### config.mk
export PLATFORM = sky130hd
export DESIGN_NAME = conv_window_loader
export DESIGN_NICKNAME = d
export VERILOG_FILES = /design/src/rtl/conv_window_loader.sv
export SDC_FILE = /design/constraint.sdc
export NUM_CORES = 1
export LEC_CHECK = 0
export BUFFER_PORTS_ARGS = -buffer_cell sky130_fd_sc_hd__buf_2
export CORE_AREA = 2 2 334 336
export CTS_CLUSTER_DIAMETER = 40
export DETAILED_ROUTE_END_ITERATION = 10
export DIE_AREA = 0 0 336 338
export MAX_ROUTING_LAYER = met4
export PLACE_DENSITY = 0.59
export SYNTH_ARGS = -nofsm -noshare
export SYNTH_HDL_FRONTEND = slang
export SYNTH_SLANG_ARGS = --single-unit
### constraint.sdc
create_clock -name clk -period 3.1 [get_ports clk]
set_input_delay 0.31 -clock clk [delete_from_list [all_inputs] [get_ports clk]]
set_output_delay 0.31 -clock clk [all_outputs]
set_load 0.03 [all_outputs]
### src/rtl/conv_window_loader.sv
// conv_window_loader
// Streams a filter (optional) and an image window into two packed operand
// vectors, pulses the conv unit through reset, waits out its fixed latency,
// captures the accumulator and presents it on a result handshake.
//
// Handshake semantics (all three channels): a beat transfers on a rising
// clk edge where valid and ready are both high. ready depends only on the
// current state, never on valid, so there is no combinational loop through
// the block. A producer holds valid and its payload until the transfer.
module conv_window_loader #(
  parameter int DATA_WIDTH = 16,
  parameter int D          = 1,
  parameter int F          = 5,
  parameter int N          = D * F * F,
  parameter int LAT        = D * F * F + 2
) (
  input  logic                      clk,
  input  logic                      reset,
  input  logic                      cmd_valid,
  input  logic                      cmd_filter,
  output logic                      cmd_ready,
  input  logic [DATA_WIDTH-1:0]     in_data,
  input  logic                      in_valid,
  output logic                      in_ready,
  output logic [0:N*DATA_WIDTH-1]   image_vec,
  output logic [0:N*DATA_WIDTH-1]   filter_vec,
  output logic                      conv_reset,
  input  logic [DATA_WIDTH-1:0]     conv_result,
  output logic [DATA_WIDTH-1:0]     res_data,
  output logic                      res_valid,
  input  logic                      res_ready,
  output logic                      busy,
  output logic [2:0]                dbg_state
);

  // Element counter spans 0..N-1; wait counter spans 0..LAT.
  localparam int EW = (N > 1) ? $clog2(N) : 1;
  localparam int WW = $clog2(LAT + 1);

  localparam logic [EW-1:0] ELEM_LAST = EW'(N - 1);
  localparam logic [WW-1:0] WAIT_LAST = WW'(LAT);
  localparam logic [WW-1:0] WAIT_ONE  = WW'(1);
  localparam logic [EW-1:0] ELEM_ONE  = EW'(1);

  typedef enum logic [2:0] {
    S_IDLE        = 3'd0,
    S_LOAD_FILTER = 3'd1,
    S_LOAD_IMAGE  = 3'd2,
    S_FIRE        = 3'd3,
    S_WAIT        = 3'd4,
    S_DONE        = 3'd5
  } state_e;

  state_e                    state_q, state_d;
  logic [EW-1:0]             elem_cnt_q, elem_cnt_d;
  logic [WW-1:0]             wait_cnt_q, wait_cnt_d;
  logic [0:N*DATA_WIDTH-1]   image_q, image_d;
  logic [0:N*DATA_WIDTH-1]   filter_q, filter_d;
  logic [DATA_WIDTH-1:0]     res_q, res_d;

  logic xfer;
  logic last_elem;
  logic wait_done;

  // Shared decode of the element transfer and the end of the latency window.
  always_comb begin
    xfer      = in_valid && ((state_q == S_LOAD_FILTER) || (state_q == S_LOAD_IMAGE));
    last_elem = xfer && (elem_cnt_q == ELEM_LAST);
    wait_done = (state_q == S_WAIT) && (wait_cnt_q == WAIT_LAST);
  end

  // State register; reset abandons any job in flight.
  always_ff @(posedge clk or negedge reset) begin
    if (!reset) begin
      state_q <= S_IDLE;
    end else begin
      state_q <= state_d;
    end
  end

  // Next-state logic.
  always_comb begin
    state_d = state_q;
    case (state_q)
      S_IDLE:        if (cmd_valid) state_d = cmd_filter ? S_LOAD_FILTER : S_LOAD_IMAGE;
      S_LOAD_FILTER: if (last_elem) state_d = S_LOAD_IMAGE;
      S_LOAD_IMAGE:  if (last_elem) state_d = S_FIRE;
      S_FIRE:        state_d = S_WAIT;
      S_WAIT:        if (wait_done) state_d = S_DONE;
      S_DONE:        if (res_ready) state_d = S_IDLE;
      default:       state_d = S_IDLE;
    endcase
  end

  // Moore outputs decoded from the current state.
  always_comb begin
    cmd_ready  = 1'b0;
    in_ready   = 1'b0;
    conv_reset = 1'b1;
    res_valid  = 1'b0;
    busy       = 1'b1;
    case (state_q)
      S_IDLE: begin
        cmd_ready = 1'b1;
        busy      = 1'b0;
      end
      S_LOAD_FILTER, S_LOAD_IMAGE: in_ready   = 1'b1;
      S_WAIT:                      conv_reset = 1'b0;
      S_DONE:                      res_valid  = 1'b1;
      default: ;
    endcase
  end

  // Datapath next values: element counter, latency counter, vector writes
  // and result capture.
  always_comb begin
    elem_cnt_d = elem_cnt_q;
    wait_cnt_d = '0;
    image_d    = image_q;
    filter_d   = filter_q;
    res_d      = res_q;

    // The counter is zero whenever a LOAD state is entered: it is cleared
    // from IDLE and on the final transfer of each load.
    if (state_q == S_IDLE) begin
      elem_cnt_d = '0;
    end else if (xfer) begin
      elem_cnt_d = last_elem ? '0 : elem_cnt_q + ELEM_ONE;
    end

    if (xfer && (state_q == S_LOAD_FILTER)) begin
      filter_d[int'(elem_cnt_q)*DATA_WIDTH +: DATA_WIDTH] = in_data;
    end
    if (xfer && (state_q == S_LOAD_IMAGE)) begin
      image_d[int'(elem_cnt_q)*DATA_WIDTH +: DATA_WIDTH] = in_data;
    end

    // Counter reads 1 in the first WAIT cycle and LAT in the last one.
    if (state_q == S_FIRE) begin
      wait_cnt_d = WAIT_ONE;
    end else if ((state_q == S_WAIT) && !wait_done) begin
      wait_cnt_d = wait_cnt_q + WAIT_ONE;
    end

    if (wait_done) begin
      res_d = conv_result;
    end
  end

  // Datapath registers.
  always_ff @(posedge clk or negedge reset) begin
    if (!reset) begin
      elem_cnt_q <= '0;
      wait_cnt_q <= '0;
      image_q    <= '0;
      filter_q   <= '0;
      res_q      <= '0;
    end else begin
      elem_cnt_q <= elem_cnt_d;
      wait_cnt_q <= wait_cnt_d;
      image_q    <= image_d;
      filter_q   <= filter_d;
      res_q      <= res_d;
    end
  end

  assign image_vec  = image_q;
  assign filter_vec = filter_q;
  assign res_data   = res_q;
  assign dbg_state  = state_q;

endmodule

== Word-level counts from Yosys, hierarchy flattened ==
Cells that the tools add are included.

* Register bits: 829
* Bits in latches: 0
* Memory bits (writable): 0
* Bits in read-only memories: 0
* Input port bits: 38
* Output and inout bits: 824
* Logic and storage cells: 55
* Memories: 0

* Add/sub/neg operators: 3
* Multiply operators: 0
* Div/mod/pow operators: 0
* Magnitude comparators: 0
* Eq/ne operators: 12
* Shift operators: 2
* Multiplexer cells: 19
* Bitwise operators: 1
* Reductions and logical operators: 12

{| class="wikitable"
|+ Operators with widths
! cell !! number
|-
| $bwmux W400 || 2
|-
| $shift A401 B33 Y400 const A || 1
|-
| $shiftx A401 B33 Y400 || 1
|-
| $neg A32 Y33 || 1
|-
| $not A9 Y32 || 1
|-
| $mux W5 || 5
|-
| $pmux W3 S6 || 1
|-
| $mux W3 || 5
|-
| $add A5 B1 Y5 const B || 2
|-
| $eq A5 B5 Y1 const B || 2
|-
| $ne A2 B2 Y1 const B || 5
|-
| $eq A3 B2 Y1 const B || 2
|-
| $eq A3 B3 Y1 const B || 2
|-
| $logic_and A1 B1 Y1 || 6
|-
| $mux W1 || 5
|-
| $reduce_and A5 Y1 || 1
|-
| $eq A3 B1 Y1 const B || 1
|-
| $logic_not A3 Y1 || 1
|-
| $mux W2 || 1
|-
| $reduce_bool A2 Y1 || 1
|-
| $reduce_or A2 Y1 || 1
|-
| $logic_not A1 Y1 || 1
|-
| $logic_or A1 B1 Y1 || 1
|}

== Longest topological paths before layout ==
Gate-level depths: netlist of run 1.

* Depth in word-level cells: 7
* Depth in mapped cells: 10
* Gate-level depth less buffers: 5

== Worst setup path after synthesis of run 1 ==
No wires, ideal clock.

* Path type: register to register
* From: reg state_q[0] (netlist: dbg_state[0])
* To: reg elem_cnt_q[4]
* Library setup time: 126 ps
* Arrival: 2632 ps
* Data required time: 2974 ps
* Slack: 342 ps
* Stages on the path, launching flop included: 6
* Buffers on the path: 2
* Clock period less this slack: 2758 ps
* Cells stage by stage: dfrtp_1 -> buf_4 -> buf_2 -> nor3_1 -> inv_1 -> a311o_1

* Word-level cells in the longest chain between the ends: 7
* Elaborated cells on any way between the ends: 10
* Classes of those cells: eq/ne: 2; mux: 3; reduce/logical: 5

{| class="wikitable"
|+ RTL lines
! element !! line !! text
|-
| start, declared || 54 || <nowiki>state_e state_q, state_d;</nowiki>
|-
| start signal, assigned || 77 || <nowiki>state_q <= state_d;</nowiki>
|-
| $eq A3 B1 Y1 / $eq A3 B2 Y1 (equally long branches) || 67 || <nowiki>xfer = in_valid && ((state_q == S_LOAD_FILTER) || (state_q == S_LOAD_IMAGE));</nowiki>
|-
| $logic_or A1 B1 Y1 || 67 ||
|-
| $logic_and A1 B1 Y1 || 67 ||
|-
| $logic_and A1 B1 Y1 || 68 || <nowiki>last_elem = xfer && (elem_cnt_q == ELEM_LAST);</nowiki>
|-
| $mux W5 || 128 || <nowiki>elem_cnt_d = last_elem ? '0 : elem_cnt_q + ELEM_ONE;</nowiki>
|-
| $mux W5 || 127 || <nowiki>end else if (xfer) begin</nowiki>
|-
| $mux W5 || 125 || <nowiki>if (state_q == S_IDLE) begin</nowiki>
|-
| end signal, assigned || 159 || <nowiki>elem_cnt_q <= elem_cnt_d;</nowiki>
|-
| end, declared || 55 || <nowiki>logic [EW-1:0] elem_cnt_q, elem_cnt_d;</nowiki>
|}

Several ways; a longest one is shown, not always the timed one. The select of a mux whose other input is x is not followed.
A chain may end at the register's enable or synchronous reset.

== Worst setup path in the final report of run 1 ==
* From: reg state_q[1] (netlist: dbg_state[1])
* To: out in_ready

* Word-level cells in the longest chain between the ends: 3
* Elaborated cells on any way between the ends: 4
* Classes of those cells: eq/ne: 2; mux: 1; reduce/logical: 1

{| class="wikitable"
|+ RTL lines
! element !! line !! text
|-
| $eq A3 B1 Y1 / $eq A3 B2 Y1 (equally long branches) || 102 || <nowiki>case (state_q)</nowiki>
|-
| $reduce_or A2 Y1 * || 102 ||
|-
| $mux W1 * || 102 ||
|-
| end, declared || 24 || <nowiki>output logic in_ready,</nowiki>
|}

Mark *: on every way between the ends. The rest lies on a longest branch, timed or not.

==> flow_metrics.tcl, run 1 <==
set metrics [dict create \
    status "finished, final reports clean" \
    avgSynthCellArea_um2 15.6 \
    synthAdderAreaFrac_pct 0.255 \
    numPortBuffers 861 \
    synthSimpleGateAreaFrac_pct 8.33 \
    p_leak_uw 0.0256 \
    clockRootBuffer "clkbuf_16" \
    crit_path_end_kind "output pin" \
    drive_gt1_share_pct 55.3 \
    wl_mm 125 \
    crit_slowest_cell "xnor2_1" \
    finalCritPeriodShare_pct 88.0 \
    insertion_delay_ps 720 \
    ios 862 \
    max_cap_violations 0 \
    powerDensity_mw_per_mm2 684 \
    synthMuxAreaShare_pct 28.1 \
    seq_area_frac_synth_pct 60.3 \
    finish.net_count 3230 \
    dieArea_mm2 0.114 \
    hold_slack_ps 53.0 \
    period_needed_ps 2730 \
    drt-pass1-iter-count 5 \
    via_per_inst 4.72 \
    cp_max_fo 11 \
    dp.cells 4520 \
    grt_pass1_vias 23421 \
    gp_congestion 0.795 \
    critPathArrivalTime_ps 2420 \
    hold_path_class "primary input to flop" \
    post-dp-hpwl_mm 91.0 \
    worst_pin_slew_ps 1300 \
    cts_tree "yes" \
    rsz0062_at_grt "no" \
    area_growth_pct 31.5 \
    cp_cell_sequence "buf_4 > xnor2_1 > nor2_1 > buf_2" \
    initial_core_util_pct 31.3 \
    ant_nets 0 \
    synth-compound-area-share_pct 0.309 \
    worstSetupStartpointType "flop" \
    place_area_mm2 0.0405 \
    syn_inst 2202 \
    synth_top_family_by_area "multiplexers" \
    dr_total_vias 22599 \
    yosysWarnings 0 \
    fin_util_pct 41.1 \
    drt_iter0_drc 1150 \
    num-fill-cells 10411 \
    overflow 0 \
    critPathRequiredTime_ps 2790 \
    htree_num_levels 4 \
    grt_start_max_net_pins 87 \
    synth-xor-area-share_pct 0.0764 \
    drc_errors 0 \
    fmax_mhz 367 \
    setup_violations 0 \
    crit_type "flop to output pin" \
    drv_slew 0 \
    ys_seq_elements 829 \
    crit_buf_inv 2 \
    cts.sinks 829 \
    rows 122 \
    hold_viol 0 \
    finalClockSkew_ps 26.7 \
    die_y_um 338 \
    design_area_mm2 0.0453 \
    clockBufferDepth 3 \
    grt_usage_pct 22.1 \
    clk_pin_slew_worst_paths_ps 40 \
    wl_per_cell_um 26.1 \
    cpLargestDelayFamily "XOR/XNOR gates" \
    die_width_um 336 \
    layoutNonFillerInstCount 4783 \
    synth_cell_types 56 \
    worst_ir_drop_vdd_v 0.000418 \
    core_mm2 0.110 \
    syn_area_mm2 0.0344 \
    cts_inserted_buffers 133 \
    fin_tns_setup_ps 0 \
    relSlewSlack_pct 13.2 \
    grt_pass1_wl_mm 174 \
    antenna_found_initial 16 \
    slowest_delay_ps 560 \
    cts_resized 0 \
    syn_nets 2247 \
]
## worst reg2reg max path: cells and delay by family, from the launching register on
family,cells,cell delay (ps)
adder cells (fa/ha/maj),2,940
flip-flops,1,580
AND/OR/NAND/NOR,1,550
multiplexers,1,460
## worst paths after layout
kind | from | endpoint | slack, ps | depth (start not counted)
setup / recovery | dbg_state[1] | in_ready | 370 | 4
hold / removal | cmd_filter | dbg_state[1] | 50 | 4
setup reg to reg | elem_cnt_q[1] | image_vec[370] | 470 | 4
hold reg to reg | image_vec[196] | image_vec[196] | 480 | 1
max in group asynchronous | reset | filter_vec[33] | 1780 | 4
min in group asynchronous | reset | image_vec[144] | 170 | 2
## area by class of cell
class                      count  area [um2]  area share (%)
clock inverter                73         806            1.78
inverter                       5        18.8          0.0415
tap                         1488        1860            4.11
multi-input combinational   1251       12800            28.2
antenna                        5        12.5          0.0276
sequential                   829       20700            45.8
timing repair buffer         965        5300            11.7
clock buffer                 167        3730            8.24
## cells by family after synthesis
| group | count (synthesis) |
|---|---|
| buf+inv | 122 |
| fa+ha+maj | 7 |
| compound gates | 17 |
| flops | 829 |
| xor+xnor | 3 |
| mux | 816 |
| simple gates | 408 |
## stage by stage
step / total power, uW / setup WS [ps]
2_1_floorplan: 14200 / 342
3_3_place_gp: 16200 / 492
3_5_place_dp: 16200 / 447
4_1_cts: 31400 / 258
5_1_grt: 32100 / 121
6_report: 31000 / 373
## cells in the mapped netlist (all sizes together)
master / instances / share of area [%]
a211oi: 2 / 0.044
a21o: 1 / 0.022
a21oi: 5 / 0.073
a311o: 1 / 0.029
a311oi: 1 / 0.025
and2: 66 / 1.2
and2b: 2 / 0.044
and3: 66 / 1.2
and3b: 1 / 0.025
and4b: 1 / 0.029
and4bb: 3 / 0.13
buf: 91 / 2.3
clkbuf: 26 / 0.28
dfrtp: 829 / 60
ha: 7 / 0.25
inv: 5 / 0.055
mux2: 816 / 28
nand2: 7 / 0.076
nand2b: 6 / 0.11
nand3: 33 / 1.6
nand3b: 19 / 0.41
nand4: 2 / 0.12
nand4b: 9 / 0.35
nand4bb: 5 / 0.21
nor2: 151 / 1.9
nor2b: 7 / 0.13
nor3: 3 / 0.058
nor3b: 2 / 0.058
nor4b: 2 / 0.095
o211ai: 1 / 0.022
o21ai: 5 / 0.073
o21bai: 1 / 0.022
or2: 1 / 0.018
or3b: 17 / 0.43
or4: 3 / 0.065
or4b: 2 / 0.058
xnor2: 2 / 0.051
xor2: 1 / 0.025
## per-layer routing
| metal | share of wire [%] | track usage, % | vias up | wire (um) |
|---|---|---|---|---|
| li1 | - | - | 9780 | - |
| met1 | 41 | 26.2 | 11834 | 51200 |
| met2 | 48 | 35.3 | 770 | 60000 |
| met3 | 7.0 | 6.51 | 215 | 8780 |
| met4 | 3.8 | 8.55 | 0 | 4710 |
| met5 | 0 | - | - | 0 |
## what timing repair did
action                                 CTS  global route
buffers inserted                         0             0
endpoints found under the hold margin   61             0
hold buffers                            18             0
## placed cells by master (no fill, tap or decap), drive strengths merged, types with 19 or more instances in the layout
cell,instances
nand3b,19
and2,66
dfrtp,829
nor2,151
clkbuf,167
inv,23
buf,947
mux2,816
nand3,33
and3,66
clkinv,27
## power by group
| group | internal [uW] | switching (uW) | leakage [uW] |
|---|---|---|---|
| logic | 1230 | 3280 | 0.0118 |
| registers | 11200 | 241 | 0.0115 |
| clock network | 9440 | 5550 | 0.00219 |
## sequential cells by signal, summed over array words and instances, names as in the netlist
name and flops:
image_vec 400, filter_vec 400, dbg_state 3, elem_cnt_q 5, res_data 16, wait_cnt_q 5
No activity file was read; power rests on OpenSTA's default activity.
==> run 2, diff against run 1 <==
--- a/config.mk
+++ b/config.mk
@@ -10,7 +10,6 @@
 export CTS_CLUSTER_DIAMETER = 40
 export DETAILED_ROUTE_END_ITERATION = 10
 export DIE_AREA = 0 0 336 338
-export MAX_ROUTING_LAYER = met4
 export PLACE_DENSITY = 0.59
 export SYNTH_ARGS = -nofsm -noshare
 export SYNTH_HDL_FRONTEND = slang
==> run 2 against run 1 <==
Worst setup slack got worse by 8.1 ps. Utilization did not move. Clock-buffer cell count is the same. Sequential power is essentially flat. Global-route usage down 0.64 points. Die area did not move. Register-to-register slack improved by 20 ps. Wire length fell by 0.22%. Critical path depth unchanged. Highest routed layer is now met5.
==> flow_metrics.tcl, run 2 (synthesis results as in run 1) <==
set metrics [dict create \
    design_area_mm2 0.0453 \
    hold_slack_ps 57.4 \
    switchingPower_uw 9080 \
    grt_start_max_net_pins 87 \
    core_mm2 0.110 \
    worst_ir_drop_vdd_v 0.000420 \
    via_per_inst 4.71 \
    fin_util_pct 41.1 \
    drt-pass1-iter-count 5 \
    relSlewSlack_pct 16.7 \
    initial_core_util_pct 31.3 \
    cts_resized 0 \
    period_needed_ps 2740 \
    fmax_mhz 366 \
    finish.net_count 3230 \
    post-dp-hpwl_mm 91.0 \
    seq_power_share_pct 37.0 \
    cp_max_fo 11 \
    grt_usage_pct 21.4 \
    powerDensity_mw_per_mm2 684 \
    wl_mm 124 \
    wl_per_cell_um 26.0 \
    drv_slew 0 \
    hold_path_class "primary input to flop" \
    p_leak_uw 0.0256 \
    rows 122 \
    ios 862 \
    cts_inserted_buffers 133 \
    drt_iter0_drc 1133 \
    drc_errors 0 \
    status "finished, final reports clean" \
    fin_tns_setup_ps 0 \
    final_cell_mix "860 x buf_2, 827 x dfrtp_1, 427 x mux2_2, 259 x mux2_1, 137 x clkbuf_16" \
    htree_num_levels 4 \
    grt_pass1_wl_mm 174 \
    grt_pass1_vias 23377 \
    die_width_um 336 \
    switching_share_pct 29.3 \
    clockBufferDepth 3 \
    antenna_found_initial 15 \
    drive_gt1_share_pct 55.3 \
    crit_path_end_kind "output pin" \
    numPortBuffers 861 \
    insertion_delay_ps 720 \
    dieArea_mm2 0.114 \
    critPathRequiredTime_ps 2790 \
    die_y_um 338 \
    place_area_mm2 0.0405 \
    cts_tree "yes" \
    cts.sinks 829 \
    critPathArrivalTime_ps 2430 \
    finalCritPeriodShare_pct 88.2 \
    setup_violations 0 \
    final_common_cell "buf_2" \
    gp_congestion 0.784 \
    clk_pin_slew_worst_paths_ps 40 \
    ant_nets 0 \
    p_clk_share_pct 48.4 \
    worst_pin_slew_ps 1250 \
    clockRootBuffer "clkbuf_16" \
    cts_setup_buffers 0 \
    p_comb_share_pct 14.6 \
    crit_type "flop to output pin" \
    max_cap_violations 0 \
    finalClockSkew_ps 29.2 \
    dr_total_vias 22525 \
    area_growth_pct 31.5 \
    hold_viol 0 \
    worstSetupStartpointType "flop" \
    overflow 0 \
    rsz0062_at_grt "no" \
    internal_power_uw 21900 \
]
==> run 2: cell counts in the layout (fill, tap and decap cells not counted) <==
Identical to the previous run, type by type.
==> run 2: repair_timing <==
action                     CTS  global route
setup endpoints to repair    0             0
hold buffers                18             0
hold endpoints to repair    61             0
==> run 2: area by class of cell <==
type | instances | area [um2]
Clock buffer | 167 | 3730
Multi-Input combinational cell | 1251 | 12800
Antenna cell | 5 | 12.5
Timing Repair Buffer | 965 | 5300
Inverter | 5 | 18.8
Clock inverter | 73 | 806
Tap cell | 1488 | 1860
Fill cell | 10410 | 64800
Sequential cell | 829 | 20700
==> run 2: layer usage <==
layer	GRT usage, %	vias to the layer above	part of all wire (%)
li1	-	9778	-
met1	26.3	11780	41
met2	35.3	745	48
met3	6.59	220	6.8
met4	8.51	2	3.8
met5	0	-	0.010
==> run 2: metrics by stage <==
step                setup WS, ps  instances  power, uW
floorplan                    342       2202      14200
global placement             492       4520      16200
detailed placement           447       4520      16200
CTS                          258       4778      31400
global route                 120       4780      32100
finish                       365       4783      31000
==> run 2: power by group through the flow <==
stage | logic (uW) | registers (uW) | clock network [uW]
after global routing | 4790 | 11500 | 15800
final | 4520 | 11500 | 15000
after detailed placement | 4560 | 11600 | 0
after CTS | 4590 | 11500 | 15300
after global placement | 4550 | 11600 | 0
after floorplan | 1840 | 12300 | 0
==> run 2: worst paths after layout <==
path                           startpoint             end  slack, ps  cells past startpoint
max reg2reg                 elem_cnt_q[1]  image_vec[376]        490                      4
min                            cmd_filter    dbg_state[1]         60                      4
max                          dbg_state[1]        in_ready        360                      4
min in group asynchronous           reset  image_vec[144]        170                      2
min reg2reg                image_vec[196]  image_vec[196]        480                      1
max in group asynchronous           reset  filter_vec[60]       1780                      4
==> run 2: worst max-delay path, cell delays in order (launching register included) <==
cell and delay (ps):
dfrtp_1 520, buf_4 240, xnor2_1 570, nor2_1 130, buf_2 240
